$ cat config.mk
export PLATFORM = sky130hd
export DESIGN_NAME = imem_port_arbiter
export DESIGN_NICKNAME = d
export VERILOG_FILES = /design/src/rtl/imem_arb_pkg.sv /design/src/rtl/imem_starve_ctr.sv /design/src/rtl/imem_port_arbiter.sv
export SDC_FILE = /design/constraint.sdc
export NUM_CORES = 1
export LEC_CHECK = 0
export CORE_MARGIN = 10
export CORE_UTILIZATION = 21
export CTS_CLUSTER_DIAMETER = 50
export DETAILED_ROUTE_END_ITERATION = 10
export GPL_TIMING_DRIVEN = 0
export PLACE_DENSITY_LB_ADDON = 0.12
export SLEW_MARGIN = 20
export SYNTH_ARGS = -nofsm -noshare
export SYNTH_HDL_FRONTEND = slang
export SYNTH_SLANG_ARGS = --single-unit
$ cat constraint.sdc
create_clock -name clk -period 1.9 [get_ports clk]
set_input_delay 0.285 -clock clk [delete_from_list [all_inputs] [get_ports clk]]
set_output_delay 0.285 -clock clk [all_outputs]
set_load 0.05 [all_outputs]
$ cat src/rtl/imem_arb_pkg.sv
// Shared types and default sizes for the instruction-RAM port arbiter.
package imem_arb_pkg;
  localparam int IMEM_ADDR_W = 9;
  localparam int IMEM_DATA_W = 32;
  localparam int IMEM_LANES  = 4;

  typedef enum logic {ST_BOOT, ST_RUN} state_e;
  typedef enum logic [1:0] {OWN_NONE, OWN_F, OWN_L} owner_e;
endpackage

$ cat src/rtl/imem_starve_ctr.sv
// Saturating counter of consecutive loader denials; at_limit forces the loader through.
module imem_starve_ctr #(
  parameter int STARVE_LIMIT = 4
) (
  input  logic clk,
  input  logic rst,
  input  logic inc_i,
  input  logic clr_i,
  output logic at_limit_o
);
  localparam int CW = (STARVE_LIMIT < 1) ? 1 : $clog2(STARVE_LIMIT + 1);

  logic [CW-1:0] cnt_q, cnt_d;

  assign at_limit_o = (cnt_q == CW'(STARVE_LIMIT));

  always_comb begin
    cnt_d = cnt_q;
    if (clr_i)                     cnt_d = '0;
    else if (inc_i && !at_limit_o) cnt_d = cnt_q + 1'b1;
  end

  always_ff @(posedge clk) begin
    if (rst) cnt_q <= '0;
    else     cnt_q <= cnt_d;
  end
endmodule

$ cat src/rtl/imem_port_arbiter.sv
// Two-port arbiter in front of a single-port, read-first, 1-cycle-latency instruction RAM.
module imem_port_arbiter
  import imem_arb_pkg::*;
#(
  parameter int ADDR_W       = IMEM_ADDR_W,
  parameter int DATA_W       = IMEM_DATA_W,
  parameter int STARVE_LIMIT = 4,
  parameter int BOOT_EN      = 1
) (
  input  logic                clk,
  input  logic                rst,
  input  logic                f_req,
  input  logic [ADDR_W-1:0]   f_addr,
  output logic                f_gnt,
  output logic                f_rvalid,
  output logic [DATA_W-1:0]   f_rdata,
  input  logic                l_req,
  input  logic                l_we,
  input  logic [DATA_W/8-1:0] l_be,
  input  logic [ADDR_W-1:0]   l_addr,
  input  logic [DATA_W-1:0]   l_wdata,
  output logic                l_gnt,
  output logic                l_rvalid,
  output logic [DATA_W-1:0]   l_rdata,
  input  logic                load_done,
  output logic                booting,
  output logic [ADDR_W-1:0]   ram_addr,
  output logic [DATA_W-1:0]   ram_din,
  output logic [DATA_W/8-1:0] ram_we,
  input  logic [DATA_W-1:0]   ram_dout
);
  localparam int LANES = DATA_W / 8;

  state_e state_q;
  owner_e own_q, own_d;
  logic   at_limit;
  logic   starve_inc;

  always_comb begin
    f_gnt = 1'b0;
    l_gnt = 1'b0;
    if (!rst) begin
      if (state_q == ST_BOOT)  l_gnt = l_req;
      else if (l_req && at_limit) l_gnt = 1'b1;
      else if (f_req)          f_gnt = 1'b1;
      else if (l_req)          l_gnt = 1'b1;
    end
  end

  // Idle cycles still present f_addr: a stray read is harmless and keeps the mux small.
  assign ram_addr = l_gnt ? l_addr : f_addr;
  assign ram_din  = l_wdata;
  assign ram_we   = {LANES{l_gnt & l_we}} & l_be;

  always_comb begin
    own_d = OWN_NONE;
    if (f_gnt)              own_d = OWN_F;
    else if (l_gnt && !l_we) own_d = OWN_L;
  end

  always_ff @(posedge clk) begin
    if (rst) begin
      state_q <= (BOOT_EN != 0) ? ST_BOOT : ST_RUN;
      own_q   <= OWN_NONE;
    end else begin
      own_q <= own_d;
      if (state_q == ST_BOOT && load_done) state_q <= ST_RUN;
    end
  end

  assign starve_inc = (state_q == ST_RUN) && l_req && !l_gnt;

  imem_starve_ctr #(.STARVE_LIMIT(STARVE_LIMIT)) u_starve (
    .clk        (clk),
    .rst        (rst),
    .inc_i      (starve_inc),
    .clr_i      (!starve_inc),
    .at_limit_o (at_limit)
  );

  assign f_rvalid = (own_q == OWN_F);
  assign l_rvalid = (own_q == OWN_L);
  assign f_rdata  = ram_dout;
  assign l_rdata  = ram_dout;
  assign booting  = (state_q == ST_BOOT);
endmodule

### After elaboration in Yosys (flattened, before gate mapping)

Cells that the tools add are included.

* register bits: 6
* input bits: 92
* output and inout port bits: 114
* word-level logic and storage cells: 35

* add/sub/neg operators: 1
* eq/ne operators: 3
* mux-type cells: 12
* bitwise gates (word level): 4
* reduce and logical (&&, ||, !) cells: 11

Operators with widths (count)
* two-way mux 1 bit: 10
* two-way mux 9 bit: 1
* logical AND 1 bit: 6
* bitwise AND 4 bit: 1
* OR reduction 2 bit: 2
* adder 3 x 1 -> 3 bit, second input constant: 1
* == test 3 bit, second input constant: 1
* zero test 1 bit: 3
* == test 2 x 1 -> 1 bit, second input constant: 1
* == test 2 bit, second input constant: 1
* two-way mux 2 bit: 1
* NOT 1 bit: 2
* bitwise AND 1 bit: 1

### Logic depth before layout (Yosys ltp)

* word-level depth: 9
* depth in mapped cells: 6
* depth with buffers taken out: 6

### Modules after synthesis

From an unflattened synthesis, not the netlist that was laid out.

* cell total of the unflattened synthesis: 145
* area total of the unflattened synthesis: 1224.9 sq um

By module, submodules not included
* imem_port_arbiter: instances 1, cells an instance 127, area an instance 1037.2 sq um, sequential area each 60.1 sq um
* imem_starve_ctr: instances 1, cells an instance 18, area an instance 187.7 sq um, sequential area each 60.1 sq um

### Least setup slack after synthesis

OpenSTA, ideal clock, no wires.

* path type: register -> output
* start: reg u_starve.cnt_q[0]
* end: out f_gnt
* arrival time: 1.873 ns
* required time: 1.615 ns
* slack: -0.258 ns
* stages on the path, launching flop included: 4
* buffers on the path: 0
* cell sequence: dfxtp_1 inv_1 ha_1 a311oi_1

* longest elaborated chain between the ends: 5

RTL lines
* start, declared: RTL line imem_starve_ctr.sv:13 `logic [CW-1:0] cnt_q, cnt_d;`
* start signal, assigned: RTL line imem_starve_ctr.sv:25 `else cnt_q <= cnt_d;`
* == test 3 bit: RTL line imem_starve_ctr.sv:15 `assign at_limit_o = (cnt_q == CW'(STARVE_LIMIT));`
* logical AND 1 bit: RTL line imem_port_arbiter.sv:44 `else if (l_req && at_limit) l_gnt = 1'b1;`
* two-way mux 1 bit: RTL line imem_port_arbiter.sv:44
* two-way mux 1 bit: RTL line imem_port_arbiter.sv:43 `if (state_q == ST_BOOT) l_gnt = l_req;`
* two-way mux 1 bit: RTL line imem_port_arbiter.sv:42 `if (!rst) begin`
* end, declared: RTL line imem_port_arbiter.sv:14 `output logic f_gnt,`

No other way between the ends.

### Worst setup path after layout

* start: reg u_starve.cnt_q[0]
* end: out ram_addr[7]

* longest elaborated chain between the ends: 6

RTL lines
* == test 3 bit: RTL line imem_starve_ctr.sv:15
* logical AND 1 bit: RTL line imem_port_arbiter.sv:44
* two-way mux 1 bit: RTL line imem_port_arbiter.sv:44
* two-way mux 1 bit: RTL line imem_port_arbiter.sv:43
* two-way mux 1 bit: RTL line imem_port_arbiter.sv:42
* two-way mux 9 bit: RTL line imem_port_arbiter.sv:51 `assign ram_addr = l_gnt ? l_addr : f_addr;`
* end, declared: RTL line imem_port_arbiter.sv:27 `output logic [ADDR_W-1:0] ram_addr,`

No other way between the ends.

==> impl_metrics.py <==
metrics = {
    "die": {
        "std_cell_rows": 26,
        "floorplan.initialDensity": 0.221,
        "dieArea_um2": 8850,
        "io_pins": 206,
        "die_w_um": 94.1,
        "coreArea_um2": 5200,
        "chipHeight_um": 94.1,
    },
    "pwr": {
        "worst_ir_drop_vdd_v": 0.000222,
        "p_sw_mw": 0.643,
        "comb_power_share": 0.753,
        "design_power_total_mw": 1.33,
        "power_density_over_cell_area_nw_per_um2": 476,
        "static-leakage-power_nw": 1.31,
        "power.clock.fraction": 0.147,
        "power.share.sequential": 0.100,
        "power.internal_mw": 0.689,
        "swShare": 0.483,
    },
    "timing": {
        "achievable-frequency_ghz": 0.515,
        "worst_margin_pin_slew_ns": 0.548,
        "period_needed_ns": 1.94,
        "relative_slew_margins": 0.634,
        "final.setup_skew_ns": 0.000994,
        "post-route-worst-setup-slack_ns": -0.0416,
        "finalHoldWorstSlack_ns": 0.447,
        "rsz_0062_raised_after_global_routing": "true",
        "final-hold-violation-count": 0,
        "layout_worst_path_cycle_share": 1.02,
        "finalSetupViolations": 9,
        "number_of_pins_with_negative_max_slew_slack_in_the_final_report": 0,
    },
    "placement": {
        "placed_cell_area_um2": 2670,
        "pre_cts_ws_ns": -0.785,
        "placed_cells_incl_taps": 352,
        "buffer_ports.inserted": 141,
        "dp_hpwl_um": 5520,
        "gp_congestion": 0.699,
    },
    "global_route": {
        "grt_usage": 0.119,
        "grt_pass1_wl_um": 8050,
        "antenna_found_initial": 0,
        "grt_pass1_vias": 1410,
        "grt_max_degree": 6,
        "global_route.overflow_total": 0,
    },
    "routing": {
        "post_drt_via_cell_ratio": 3.55,
        "met3WireLength_um": 1120,
        "antenna_violating_nets_post_route": 0,
        "drc": 0,
        "drt_first_pass_iters": 4,
        "routed-via-count": 1278,
        "detail_route.iter0.violations": 12,
        "route.met2.wl_um": 3320,
        "wl_per_cell_um": 16.2,
        "drt-met1-wl_um": 1360,
        "top_signal_layer_used": "met4",
        "detail_route.wirelength_um": 5840,
    },
    "worst_setup_path": {
        "worstPathRequired_ns": 1.62,
        "cp_max_fo": 5,
        "crit_type": "register to output port",
        "critical_path.endpoint": "ram_addr[7]",
        "capturing_point_of_the_worst_reg2reg_path": "u_starve.cnt_q[2]",
        "cp-end-kind": "output port",
        "cp.arrival_ns": 1.66,
        "setup.worst_path.start_class": "register",
        "r2r.worst_path.cells": 5,
        "reg_to_reg_critical_path_startpoint": "u_starve.cnt_q[0]",
        "worstSetupStartpoint": "u_starve.cnt_q[0]",
        "register_to_register_path_setup_slack_ns": 0.65,
    },
    "finish": {
        "antenna_cells": 0,
        "post-route-cell-area_um2": 2800,
        "fill_cells": 483,
        "total_area_of_sequential_cells_um2": 123,
        "final_net_count": 386,
        "area.growth.synth_to_final_pct": 143,
        "layout-drive-gt1-share": 0.493,
        "final_cells": 360,
        "multiInputGateArea_um2": 324,
    },
    "run_status": {
        "violations": "setup timing",
        "status": "finished, violations left",
    },
    "clocking": {
        "cts_buffers": 3,
        "worst_setup_hold_path_clk_slew_ns": 0.04,
        "number_of_hold_buffers_added_after_cts": 0,
        "clock_sinks": 6,
        "htreeDepth": 1,
        "cell_chosen_for_the_clock_root": "clkbuf_8",
        "tritoncts_clock_tree": "yes",
        "max-clock-path-buffers": 2,
        "clkLatencyLatePin_ns": 0.22,
    },
    "job": {
        "drv.max_cap_violation_count": 0,
    },
    "logic_synthesis": {
        "mappedNetlistNets": 235,
        "synth_edf_count": 0,
        "netlist-cell-type-count": 15,
        "netlist_area_um2": 1150,
        "yosysMostFrequentCell": "buf_4",
        "synthArstFlopShare": 0,
        "synth_flop_cell": "dfxtp_1",
        "avgSynthCellArea_um2": 8.17,
        "syn_inst": 141,
        "synth.yosys.warnings": 0,
        "synth_top_area_share": 0.625,
        "synth.ff_latch_count": 6,
        "synth_area_leaders": "buf_4 (63%), mux2_4 (12%), dfxtp_1 (10%)",
        "synth_top_cells_by_count": "buf_4 (96), mux2_4 (9), nor2_1 (7)",
        "synth.yosys.seq_area_share": 0.104,
        "netlist.top_cell.by_area": "buf_4",
    },
    "min_path": {
        "min_delay_path_class": "input port to register",
    },
}
[power groups by stage]
stage	clock network (mW)	registers, mW	logic [mW]
after floorplan	0	0.134	0.676
after global placement	0	0.135	0.993
after detailed placement	0	0.135	0.994
after global routing	0.206	0.134	1.04
after CTS	0.201	0.133	1.01
final	0.195	0.133	1.00
[worst min-delay path by stage]
stage / from / slack, ns / depth (start not counted) / to
after floorplan: l_we / 0.36 / 1 / own_q[1]
after global placement: u_starve.cnt_q[0] / 0.43 / 1 / u_starve.cnt_q[0]
after detailed placement: u_starve.cnt_q[0] / 0.44 / 1 / u_starve.cnt_q[0]
after CTS: rst / 0.44 / 2 / state_q
after global routing: rst / 0.47 / 2 / state_q
final: rst / 0.45 / 2 / state_q
[routing by layer]
metal  global-route usage  up-vias
met2                0.234      102
met5                    0        -
met3                0.101        4
met4               0.0228        0
li1                     -      645
met1               0.0809      527
[what timing repair did]
| action | CTS | global route |
|---|---|---|
| setup endpoints to repair | 15 | 13 |
| gates resized for setup | 104 | 7 |
| pin swaps | 2 | 2 |
| setup buffers | 3 | 1 |
| cloned | 1 | 0 |
[cell type report]
type	instances	share of cell area
clock buffers	3	0.0148
well taps	70	0.0313
multi-input cells	33	0.116
inverters	5	0.00806
flip-flops and latches	6	0.0439
plain buffers	97	0.262
repair buffers	146	0.524
[placed cells by master (no fill, tap or decap), drive strengths merged]
cell type      instances
mux2                   9
nor2                   7
or3b                   1
nor3                   1
buf                  113
clkinvlp               1
clkdlybuf4s15          2
nor2b                  2
ha                     2
and3                   4
dlygate4sd2            2
inv                    4
dfxtp                  6
a31o                   1
nand2                  3
clkdlybuf4s50        124
a311oi                 2
clkbuf                 5
nand2b                 1
[critical path, stage by stage, from the launching register on]
cell and delay, ns:
dfxtp_2 0.31, inv_2 0.06, ha_4 0.13, nand2_2 0.05, a31o_4 0.27, buf_6 0.14
mux2_4 0.30, buf_8 0.15
[registers in the layout, indices dropped and copies added (netlist names)]
name            cells
own_q               2
state_q             1
u_starve.cnt_q      3
[through the flow]
step	TNS, ns	util
2_1_floorplan	0	-
3_3_place_gp	-10.48	0.512
3_5_place_dp	-10.40	0.512
4_1_cts	-0.408	0.533
5_1_grt	-0.850	0.537
6_report	-0.307	0.537
[logic make-up after synthesis]
group,Yosys count,share of synthesized area
buffers and inverters,102,0.651
AND/OR/NAND/NOR,19,0.0825
multiplexers,9,0.117
flip-flops,6,0.104
AO/OA/AOI/OAI,3,0.0228
adder cells (fa/ha/maj),2,0.0217
Power figures use the tool's default switching activity.
